$ cat config.mk
export PLATFORM = sky130hd
export DESIGN_NAME = mem_loader_flat
export DESIGN_NICKNAME = d
export VERILOG_FILES = /design/src/rtl/mem_loader_if.sv /design/src/rtl/mem_loader.sv /design/src/flat_wrapper.sv
export SDC_FILE = /design/constraint.sdc
export NUM_CORES = 1
export LEC_CHECK = 0
export CORE_AREA = 4 4 121 123
export CTS_CLUSTER_SIZE = 30
export DETAILED_ROUTE_END_ITERATION = 10
export DIE_AREA = 0 0 125 127
export GPL_TIMING_DRIVEN = 0
export MAX_ROUTING_LAYER = met4
export PLACE_DENSITY = 0.72
export REMOVE_ABC_BUFFERS = 1
export SLEW_MARGIN = 20
export SYNTH_ARGS = -nofsm -noshare
export SYNTH_HDL_FRONTEND = slang
export SYNTH_SLANG_ARGS = --single-unit
$ cat constraint.sdc
create_clock -name clk -period 3.3 [get_ports clk]
set_input_delay 0.33 -clock clk [delete_from_list [all_inputs] [get_ports clk]]
set_output_delay 0.33 -clock clk [all_outputs]
set_load 0.005 [all_outputs]
$ cat src/rtl/mem_loader_if.sv
// Byte-stream intake plus CPU external write port and boot status, bundled for the loader.
// master = loader side; slave = byte source / CPU side.
interface mem_loader_if;
    logic [7:0]  rx_data;
    logic        rx_valid;
    logic        rx_ready;
    logic        cpu_reset;
    logic        Ext_MemWrite;
    logic [31:0] Ext_WriteData;
    logic [31:0] Ext_DataAdr;
    logic        load_done;
    logic        load_error;

    modport master (
        input  rx_data, rx_valid,
        output rx_ready, cpu_reset, Ext_MemWrite, Ext_WriteData, Ext_DataAdr,
        output load_done, load_error
    );

    modport slave (
        output rx_data, rx_valid,
        input  rx_ready, cpu_reset, Ext_MemWrite, Ext_WriteData, Ext_DataAdr,
        input  load_done, load_error
    );
endinterface

$ cat src/rtl/mem_loader.sv
// Boot loader: length header then LE words written to the CPU port; write strobe one cycle after 4th byte.
// Backpressure: rx_ready drops for the one-cycle WRITE and for good in RUN/ERR, so a word costs 5 cycles.
module mem_loader #(
    parameter logic [31:0] BASE_ADDR = 32'h0000_0000,
    parameter int unsigned MAX_WORDS = 1024
) (
    input  logic         clk,
    input  logic         reset,
    mem_loader_if.master bus
);
    typedef enum logic [2:0] {HDR, DATA, WRITE, RUN, ERR} state_t;

    state_t      state;
    logic [1:0]  byteIdx;
    logic [31:0] hdrCount;
    logic [31:0] wordsLeft;
    logic [31:0] wrData;
    logic [31:0] dataAdr;
    logic        rdyReg;
    logic        cpuRst;
    logic        memWr;
    logic        doneReg;
    logic        errReg;

    logic        accept;
    logic [31:0] nextHdr;
    logic [31:0] nextData;

    function automatic logic [31:0] putLane(input logic [31:0] word,
                                            input logic [1:0]  idx,
                                            input logic [7:0]  b);
        logic [31:0] r;
        r = word;
        case (idx)
            2'd0:    r[7:0]   = b;
            2'd1:    r[15:8]  = b;
            2'd2:    r[23:16] = b;
            default: r[31:24] = b;
        endcase
        return r;
    endfunction

    assign accept   = bus.rx_valid && rdyReg;
    assign nextHdr  = putLane(hdrCount, byteIdx, bus.rx_data);
    assign nextData = putLane(wrData, byteIdx, bus.rx_data);

    always_ff @(posedge clk or negedge reset) begin
        if (!reset) begin
            state     <= HDR;
            byteIdx   <= 2'd0;
            hdrCount  <= 32'd0;
            wordsLeft <= 32'd0;
            wrData    <= 32'd0;
            dataAdr   <= BASE_ADDR;
            rdyReg    <= 1'b1;
            cpuRst    <= 1'b1;
            memWr     <= 1'b0;
            doneReg   <= 1'b0;
            errReg    <= 1'b0;
        end else begin
            case (state)
                HDR: begin
                    if (accept) begin
                        hdrCount <= nextHdr;
                        byteIdx  <= byteIdx + 2'd1;
                        if (byteIdx == 2'd3) begin
                            if (nextHdr == 32'd0) begin
                                state   <= RUN;
                                rdyReg  <= 1'b0;
                                cpuRst  <= 1'b0;
                                doneReg <= 1'b1;
                            end else if (nextHdr > 32'(MAX_WORDS)) begin
                                state  <= ERR;
                                rdyReg <= 1'b0;
                                errReg <= 1'b1;
                            end else begin
                                state     <= DATA;
                                wordsLeft <= nextHdr;
                            end
                        end
                    end
                end
                DATA: begin
                    if (accept) begin
                        wrData  <= nextData;
                        byteIdx <= byteIdx + 2'd1;
                        if (byteIdx == 2'd3) begin
                            state  <= WRITE;
                            rdyReg <= 1'b0;
                            memWr  <= 1'b1;
                        end
                    end
                end
                WRITE: begin
                    // Address and data stay put through this cycle; the CPU commits on the closing edge.
                    memWr     <= 1'b0;
                    dataAdr   <= dataAdr + 32'd4;
                    wordsLeft <= wordsLeft - 32'd1;
                    if (wordsLeft == 32'd1) begin
                        state   <= RUN;
                        cpuRst  <= 1'b0;
                        doneReg <= 1'b1;
                    end else begin
                        state  <= DATA;
                        rdyReg <= 1'b1;
                    end
                end
                RUN: begin
                    rdyReg <= 1'b0;
                end
                default: begin
                    rdyReg <= 1'b0;
                end
            endcase
        end
    end

    // Gating with reset keeps rx_ready low while held in reset and high right after release.
    assign bus.rx_ready      = rdyReg && reset;
    assign bus.cpu_reset     = cpuRst;
    assign bus.Ext_MemWrite  = memWr;
    assign bus.Ext_WriteData = wrData;
    assign bus.Ext_DataAdr   = dataAdr;
    assign bus.load_done     = doneReg;
    assign bus.load_error    = errReg;
endmodule

$ cat src/flat_wrapper.sv
// flat-port wrapper written by rule: the top's interface ports become plain ports
module mem_loader_flat 
#(
    parameter logic [31:0] BASE_ADDR = 32'h0000_0000,
    parameter int unsigned MAX_WORDS = 1024
)
  (clk, reset, bus_rx_data, bus_rx_valid, bus_rx_ready, bus_cpu_reset, bus_Ext_MemWrite, bus_Ext_WriteData, bus_Ext_DataAdr, bus_load_done, bus_load_error);
  mem_loader_if bus_i ();
  input  logic clk;
  input  logic reset;
  input wire logic [$bits(bus_i.rx_data)-1:0] bus_rx_data;
  input wire logic [$bits(bus_i.rx_valid)-1:0] bus_rx_valid;
  output wire logic [$bits(bus_i.rx_ready)-1:0] bus_rx_ready;
  output wire logic [$bits(bus_i.cpu_reset)-1:0] bus_cpu_reset;
  output wire logic [$bits(bus_i.Ext_MemWrite)-1:0] bus_Ext_MemWrite;
  output wire logic [$bits(bus_i.Ext_WriteData)-1:0] bus_Ext_WriteData;
  output wire logic [$bits(bus_i.Ext_DataAdr)-1:0] bus_Ext_DataAdr;
  output wire logic [$bits(bus_i.load_done)-1:0] bus_load_done;
  output wire logic [$bits(bus_i.load_error)-1:0] bus_load_error;
  assign bus_i.rx_data = bus_rx_data;
  assign bus_i.rx_valid = bus_rx_valid;
  assign bus_rx_ready = bus_i.rx_ready;
  assign bus_cpu_reset = bus_i.cpu_reset;
  assign bus_Ext_MemWrite = bus_i.Ext_MemWrite;
  assign bus_Ext_WriteData = bus_i.Ext_WriteData;
  assign bus_Ext_DataAdr = bus_i.Ext_DataAdr;
  assign bus_load_done = bus_i.load_done;
  assign bus_load_error = bus_i.load_error;
  mem_loader #(.BASE_ADDR(BASE_ADDR), .MAX_WORDS(MAX_WORDS)) u_core (.clk(clk), .reset(reset), .bus(bus_i));
endmodule
==> metrics.txt, run 1 <==
status finished clean; Setup-failing EPs final 0; vias in the first global route 5373; Achievable Freq 320 MHz; H-tree depth 4; synthesis warning total 0; post-synthesis cell area 6710 µm²; DR pass1 iterations 7; n_diodes 0; Die X 125 µm; headroom to the max-slew limit 0.294; Clk pin slew, worst setup/hold paths 60 ps; Final Power 3.61 mW; Post-Route Skew 14.7 ps; largest net degree at the start of global routing 100; Synth top area share 0.500; most common cell after layout, fill and taps aside dfrtp_1; leading post-synthesis cells by cell area dfrtp_1 (50%), mux2_2 (11%), xnor2_1 (3.0%), nand2_1 (2.5%), o21ai_0 (1.7%); Primary FF master, synth dfrtp_1; Max Root-Sink Buffers 2; Worst EP arrival 3430 ps; worst r2r path cells 8; Clock Latency Late Sink 430 ps; final WL 15600 µm; post-placement cell count 826; num ports 80; Rows 43; Starting Density 0.491; crit-path max cell delay 610 ps; Buffers on Ports 77; CTS tree built; Post-Layout Cell Count 860; Final Cycle Share 0.947; Power Dens Cells 437 nW/µm²; Die H 127 µm; initial drt markers 367; worst path cell trace inv_1, ha_1, a2111oi_2, a21oi_1, nor3_2, and2_1, a31oi_4, a211o_1; CP Launch Type flip-flop; initial antenna violation count 0; first-pass GRT wire length 26500 µm; Core ar. 13700 µm²; dpl cell area 7650 µm²; grt total ovfl 0; maximum fanout along the worst path 11; Area Growth Syn to Fin 23.1%; Num CTS Buffers 17; Synth Instances 596; Leak 3.51 nW; design area 8260 µm²; Seq/Total Area, Yosys 0.507; Layout Nets 685; RD Place Congestion 0.833; flops & latches, synth 136; RSZ-0062 raised after global routing false; fin. max-slew vios 0; Slew @ Worst Pin 1050 ps; maximum vdd ir drop 0.291 mV; Layout fillers 1084; WHS 384 ps; delay-heaviest family, CP simple AND/OR/NAND/NOR gates; CP endpoint kind flip-flop; commonest non-fill, non-tap cells in the layout dfrtp_1 (134), clkdlybuf4s50_1 (76), mux2_2 (67); GR Util All Layers 0.209; CTS sink cnt 136; WP data required 3600 ps; Root Buffer Master clkbuf_16; DP HPWL 10500 µm; number of enable flip-flop cells after synthesis 0; Die ar. 15900 µm²; via count 5151; antenna viol nets, final 0; hold crit path type primary input to asynchronous set/reset pin; Crit path depth 8; ys async rst share 1.00; synthesized area per cell 11.3 µm²; crit path time final 3130 ps; final hold viol count 0; Post-route DRC 0; Critical-path top delay cell nor3_2; path type of the worst setup path flip-flop to flip-flop; Buffers & Inverters on Critical Path 1; share of cells above drive strength 1 0.182; Synth area leader dfrtp_1; vias per inst 5.99; Unique masters post-synth 71; total of max-cap violations 0; wire length per cell 18.1 µm
-- logic make-up after synthesis --
kind of cell | count (synthesis) | share of synthesized area
other | 1 | 0.000559
xor gates and xnor gates | 32 | 0.0429
muxes | 75 | 0.126
DFF | 136 | 0.507
adders and majority gates | 7 | 0.0130
buffers and inverters | 42 | 0.0285
AOI/OAI and AO/OA | 125 | 0.140
and+or+nand+nor | 178 | 0.142
-- final timing paths --
kind                                                  start                                to  slack (ps)
setup / recovery              u_core.byteIdx[1]$_DFFE_PN0P_  u_core.wordsLeft[31]$_DFFE_PN0P_         170
hold / removal                                        reset  u_core.wordsLeft[22]$_DFFE_PN0P_         380
setup reg to reg              u_core.byteIdx[1]$_DFFE_PN0P_  u_core.wordsLeft[31]$_DFFE_PN0P_         170
hold reg to reg            u_core.bus.cpu_reset$_DFFE_PN1P_  u_core.bus.cpu_reset$_DFFE_PN1P_         440
max in group asynchronous                             reset   u_core.hdrCount[18]$_DFFE_PN0P_        2160
min in group clk           u_core.bus.cpu_reset$_DFFE_PN1P_  u_core.bus.cpu_reset$_DFFE_PN1P_         440
-- layout make-up --
class / instances / area, µm² / share of cell area
Clock buffer: 22 / 464 / 0.0562
Sequential cell: 136 / 3410 / 0.412
Timing Repair Buffer: 83 / 862 / 0.104
Inverter: 10 / 37.5 / 0.00454
Tap cell: 180 / 225 / 0.0273
Clock inverter: 10 / 120 / 0.0145
Multi-Input combinational cell: 419 / 3150 / 0.381
-- state kept, by name, indices dropped and copies added, names as in the netlist --
signal and count:
u_core.bus.Ext_WriteData 32, u_core.hdrCount 32, u_core.wordsLeft 32, u_core.bus.Ext_DataAdr 30, u_core.state 3, u_core.byteIdx 2, u_core.bus.Ext_MemWrite 1, u_core.bus.cpu_reset 1
u_core.bus.load_done 1, u_core.bus.load_error 1, u_core.rdyReg 1
-- report_power, final --
| group | internal [mW] | switching (mW) | leakage, nW | total, mW |
|---|---|---|---|---|
| combinational | 0.0186 | 0.0595 | 1.46 | 0.0781 |
| clock | 1.15 | 0.710 | 0.281 | 1.86 |
| sequential | 1.67 | 0 | 1.76 | 1.67 |
| total | 2.84 | 0.769 | 3.51 | 3.61 |
-- metal layers --
layer / routed length [µm] / up-vias / global-route usage / part of all wire
met4: 206 / 0 / 0.0606 / 0.013
met3: 773 / 21 / 0.0510 / 0.050
met5: 0 / - / - / 0
met2: 7590 / 143 / 0.333 / 0.49
li1: - / 2371 / - / -
met1: 7030 / 2616 / 0.269 / 0.45
-- stage by stage --
step                utilization  setup TNS, ps  worst slack [ps]
floorplan                     -          -1220              -196
global placement          0.553        -493570             -3380
detailed placement        0.560           -511              -175
CTS                       0.604              0               132
global route              0.605              0              23.2
finish                    0.605              0               174
-- synthesized netlist by cell type (5+ instances only) --
library cell / number
o21ai_0: 23
clkbuf_1: 19
and3_1: 6
o31ai_1: 14
mux2i_1: 6
nor3_1: 13
xor2_1: 8
o21ai_1: 8
xnor2_1: 23
nand2_1: 45
buf_2: 6
o311ai_1: 5
dfrtp_1: 134
mux2_2: 67
nor4_1: 15
inv_1: 10
o2111ai_1: 8
ha_1: 7
nand3_1: 16
nand4_1: 18
a21oi_1: 18
nor2_1: 30
-- repair_timing --
action / 4_1_cts / 5_1_grt
gates cloned: 0 / 0
setup buffers: 1 / 0
gates resized for setup: 0 / 1
hold buffers: 1 / 0
endpoints found under the setup margin: 4 / 1
hold endpoints to repair: 35 / 0
No activity file was read; power rests on OpenSTA's default activity.
==> run 2, diff against run 1 <==
--- a/config.mk
+++ b/config.mk
@@ -6,12 +6,14 @@
 export NUM_CORES = 1
 export LEC_CHECK = 0
 export CORE_AREA = 4 4 121 123
+export CTS_CLUSTER_DIAMETER = 150
 export CTS_CLUSTER_SIZE = 30
 export DETAILED_ROUTE_END_ITERATION = 10
 export DIE_AREA = 0 0 125 127
 export GPL_TIMING_DRIVEN = 0
 export MAX_ROUTING_LAYER = met4
 export PLACE_DENSITY = 0.72
+export RECOVER_POWER = 50
 export REMOVE_ABC_BUFFERS = 1
 export SLEW_MARGIN = 20
 export SYNTH_ARGS = -nofsm -noshare
==> metrics.txt, run 2 (same netlist as run 1, synthesis figures left out) <==
num ports 80; CTS tree built; final hold viol count 0; crit path time final 3140 ps; post-placement cell count 826; Leak 3.60 nW; Die X 125 µm; dpl cell area 7650 µm²; hold crit path type primary input to asynchronous set/reset pin; worst path cell trace inv_1, ha_1, a2111oi_2, a21oi_1, nor3_2, and2_1, a31oi_4, a211o_1; WP data required 3600 ps; Post-Layout Cell Count 860; RSZ-0062 raised after global routing false; H-tree depth 4; delay-heaviest family, CP simple AND/OR/NAND/NOR gates; Core ar. 13700 µm²; Num CTS Buffers 17; Clk pin slew, worst setup/hold paths 50 ps; Buffers & Inverters on Critical Path 1; headroom to the max-slew limit 0.102; Clock Latency Late Sink 430 ps; first-pass GRT wire length 26500 µm; Die H 127 µm; Buffers on Ports 77; RD Place Congestion 0.833; Setup-failing EPs final 0; Post-Route Skew 13.2 ps; setup ws final 161 ps; commonest non-fill, non-tap cells in the layout dfrtp_1 (134), mux2_2 (67), nand2_1 (45), clkdlybuf4s50_1 (45), dlygate4sd3_1 (32); n_diodes 0; Post-route DRC 0; vias per inst 6.03; Starting Density 0.491; share of cells above drive strength 1 0.182; Slew @ Worst Pin 1350 ps; Area Growth Syn to Fin 22.8%; path type of the worst setup path flip-flop to flip-flop; design area 8240 µm²; CP endpoint kind flip-flop; maximum vdd ir drop 0.290 mV; via count 5183; Die ar. 15900 µm²; fin. max-slew vios 0; DP HPWL 10500 µm; DR pass1 iterations 6; Achievable Freq 319 MHz; CP Launch Type flip-flop; Final Cycle Share 0.951; Rows 43; final WL 15600 µm; largest net degree at the start of global routing 100; total of max-cap violations 0; Layout Nets 685; most common cell after layout, fill and taps aside dfrtp_1; GR Util All Layers 0.209; maximum fanout along the worst path 11; Root Buffer Master clkbuf_16; status finished clean; wire length per cell 18.1 µm; Worst EP arrival 3440 ps; CTS sink cnt 136; Critical-path top delay cell nor3_2; Fin Setup TNS 0 ps; vias in the first global route 5373; Layout fillers 1086; crit-path max cell delay 610 ps; Max Root-Sink Buffers 2; grt total ovfl 0; initial antenna violation count 0; pre-CTS WS -175 ps; initial drt markers 371; Power Dens Cells 437 nW/µm²; antenna viol nets, final 0
[run 2: per-stage QoR]
step,utilization,total power [mW],hold slack (ps)
after detailed placement,0.560,1.78,231
after global placement,0.553,1.77,432
after CTS,0.604,3.64,383
after floorplan,-,1.71,34.4
after global routing,0.603,3.73,405
final,0.603,3.61,376
[run 2: timing repair]
action / in CTS / in global routing
buffers inserted: 1 / 0
resized for setup: 0 / 1
setup endpoints to repair: 4 / 1
pin swaps: 0 / 0
hold buffers: 1 / 0
hold endpoints to repair: 35 / 0
gates cloned: 0 / 0
[run 2: layout make-up]
type	count	area (µm²)	share of cell area
Sequential cell	136	3410	0.413
Clock buffer	22	464	0.0563
Inverter	10	37.5	0.00455
Clock inverter	10	120	0.0146
Timing Repair Buffer	83	842	0.102
Tap cell	180	225	0.0273
Multi-Input combinational cell	419	3150	0.382
[run 2: path summary, 6_finish.rpt]
| path | depth (start not counted) | slack (ps) | endpoint | startpoint |
|---|---|---|---|---|
| min reg2reg | 2 | 440 | u_core.bus.cpu_reset$_DFFE_PN1P_ | u_core.bus.cpu_reset$_DFFE_PN1P_ |
| max | 8 | 160 | u_core.wordsLeft[31]$_DFFE_PN0P_ | u_core.byteIdx[1]$_DFFE_PN0P_ |
| max in group asynchronous | 3 | 1280 | u_core.hdrCount[18]$_DFFE_PN0P_ | reset |
| max reg2reg | 8 | 160 | u_core.wordsLeft[31]$_DFFE_PN0P_ | u_core.byteIdx[1]$_DFFE_PN0P_ |
| min | 2 | 380 | u_core.wordsLeft[21]$_DFFE_PN0P_ | reset |
| min in group clk | 2 | 440 | u_core.bus.cpu_reset$_DFFE_PN1P_ | u_core.bus.cpu_reset$_DFFE_PN1P_ |
[run 2: routing by layer]
metal	GRT usage	part of all wire	vias up
met3	0.0510	0.052	20
met1	0.269	0.45	2616
li1	-	-	2380
met2	0.333	0.49	167
met5	-	0	-
met4	0.0606	0.012	0
[run 2: power by group]
group / internal (mW) / total [mW] / switching (mW)
Combinational: 0.0159 / 0.0748 / 0.0589
Clock: 1.15 / 1.86 / 0.709
Sequential: 1.67 / 1.67 / 0
==> run 3, diff against run 2 <==
--- a/config.mk
+++ b/config.mk
@@ -5,11 +5,11 @@
 export SDC_FILE = /design/constraint.sdc
 export NUM_CORES = 1
 export LEC_CHECK = 0
-export CORE_AREA = 4 4 121 123
+export CORE_AREA = 4 4 87 171
 export CTS_CLUSTER_DIAMETER = 150
 export CTS_CLUSTER_SIZE = 30
 export DETAILED_ROUTE_END_ITERATION = 10
-export DIE_AREA = 0 0 125 127
+export DIE_AREA = 0 0 91 175
 export GPL_TIMING_DRIVEN = 0
 export MAX_ROUTING_LAYER = met4
 export PLACE_DENSITY = 0.72
==> metrics.txt, run 3 (same netlist as run 1, synthesis figures left out) <==
initial antenna violation count 0; CTS sink cnt 136; Achievable Freq 316 MHz; Rows 60; Max Root-Sink Buffers 2; n_diodes 0; most common cell after layout, fill and taps aside dfrtp_1; path type of the worst setup path flip-flop to flip-flop; Worst EP arrival 3480 ps; combinational share of power 0.022; Slew @ Worst Pin 994 ps; first-pass GRT wire length 27400 µm; grt total ovfl 0; via count 5181; Final Cycle Share 0.959; Setup-failing EPs final 0; met3 wire length 765 µm; Area Growth Syn to Fin 22.8%; crit-path max cell delay 590 ps; total of max-cap violations 0; RD Place Congestion 0.859; pre-CTS WS -154 ps; Starting Density 0.497; Power Dens Cells 441 nW/µm²; WL met1 5940 µm; Leak 3.61 nW; GR Util All Layers 0.221; Layout fillers 1109; initial drt markers 350; WP data required 3610 ps; Post-route DRC 0; Buffers on Ports 77; wire length per cell 19.9 µm; num ports 80; max layer used met4; CP Launch Type flip-flop; vias per inst 6.21; DP HPWL 11400 µm; P_int 2.80 mW; Die X 91 µm; Num CTS Buffers 17; fin. max-slew vios 0; Clk pwr share 0.519; CP endpoint kind flip-flop; CTS tree built; worst r2r path cells 8; Core ar. 13500 µm²; Layout Nets 684; Seq pwr share 0.459; worst path cell trace inv_1, ha_1, nor3_1, nand3_1, a21oi_4, xnor2_2, o31ai_4, mux2_4; Post-Route Skew 11.6 ps; crit path time final 3160 ps; final hold viol count 0; net switching power figure 0.827 mW; Switching Share 0.228; Clock Latency Late Sink 430 ps; share of cells above drive strength 1 0.187; maximum vdd ir drop 0.433 mV; Worst R2R Setup Slack 140 ps; metal2 WL 9230 µm; H-tree depth 4; status finished clean; final WL 16600 µm; setup ws final 135 ps; largest net degree at the start of global routing 94; DR pass1 iterations 5; maximum fanout along the worst path 14; antenna viol nets, final 0; hold crit path type primary input to asynchronous set/reset pin; vias in the first global route 5605; Critical-path top delay cell o31ai_4; Die ar. 15900 µm²; commonest non-fill, non-tap cells in the layout dfrtp_1 (133), mux2_2 (67), nand2_1 (45), clkdlybuf4s50_1 (45), dlygate4sd3_1 (32); Root Buffer Master clkbuf_16; Clk pin slew, worst setup/hold paths 60 ps; headroom to the max-slew limit 0.336; Die H 175 µm; setup bufs post-CTS 0; Layout Utilization 0.610
[run 3: area by class of cell]
type / instances / area [µm²] / share of cell area
Timing Repair Buffer: 82 / 863 / 0.105
Clock buffer: 18 / 429 / 0.0521
Inverter: 10 / 37.5 / 0.00456
Clock inverter: 14 / 150 / 0.0182
Sequential cell: 136 / 3410 / 0.413
Tap cell: 155 / 194 / 0.0235
Multi-Input combinational cell: 419 / 3160 / 0.383
[run 3: through the flow]
stage          instances  setup TNS, ps  total power, mW  hold WS (ps)  cell area [µm²]
2_1_floorplan        565          -1220             1.71          34.4             6560
3_3_place_gp         797        -479340             1.77           432             7530
3_5_place_dp         801           -517             1.78           244             7630
4_1_cts              834              0             3.65           397             8220
5_1_grt              834          -1.56             3.73           414             8240
6_report             834              0             3.63           384             8240
[run 3: power by group through the flow]
stage	clock network [mW]	logic (mW)	registers (mW)
3_3_place_gp	0	0.0736	1.70
3_5_place_dp	0	0.0800	1.70
6_report	1.88	0.0789	1.67
4_1_cts	1.90	0.0821	1.67
5_1_grt	1.98	0.0881	1.67
2_1_floorplan	0	0.00746	1.70
[run 3: timing repair]
item,CTS,global route
pin swaps,0,0
hold buffers,1,0
endpoints found under the hold margin,44,0
resized for setup,1,2
endpoints found under the setup margin,2,3
[run 3: routing by layer]
layer	GRT usage	vias to the layer above
li1	-	2370
met1	0.217	2538
met2	0.400	207
met3	0.0422	66
met4	0.124	0
met5	-	-
[run 3: worst max-delay path: cells and delay by family, from the launching register on]
family                   cells  cell delay [ps]
AND/OR/NAND/NOR              2              570
XOR/XNOR                     1              290
AO/OA/AOI/OAI                2              920
flip-flops                   1              380
adder cells (fa/ha/maj)      1              430
multiplexers                 1              340
buffers and inverters        1              100
[run 3: worst paths after layout]
path | startpoint | to
worst max-delay path | u_core.byteIdx[0]$_DFFE_PN0P_ | u_core.wordsLeft[1]$_DFFE_PN0P_
worst min-delay path | reset | u_core.bus.Ext_DataAdr[15]$_DFFE_PN0P_
worst max register to register | u_core.byteIdx[0]$_DFFE_PN0P_ | u_core.wordsLeft[1]$_DFFE_PN0P_
worst min register to register | u_core.bus.cpu_reset$_DFFE_PN1P_ | u_core.bus.cpu_reset$_DFFE_PN1P_
max in group asynchronous | reset | u_core.wordsLeft[14]$_DFFE_PN0P_
min in group clk | u_core.bus.cpu_reset$_DFFE_PN1P_ | u_core.bus.cpu_reset$_DFFE_PN1P_
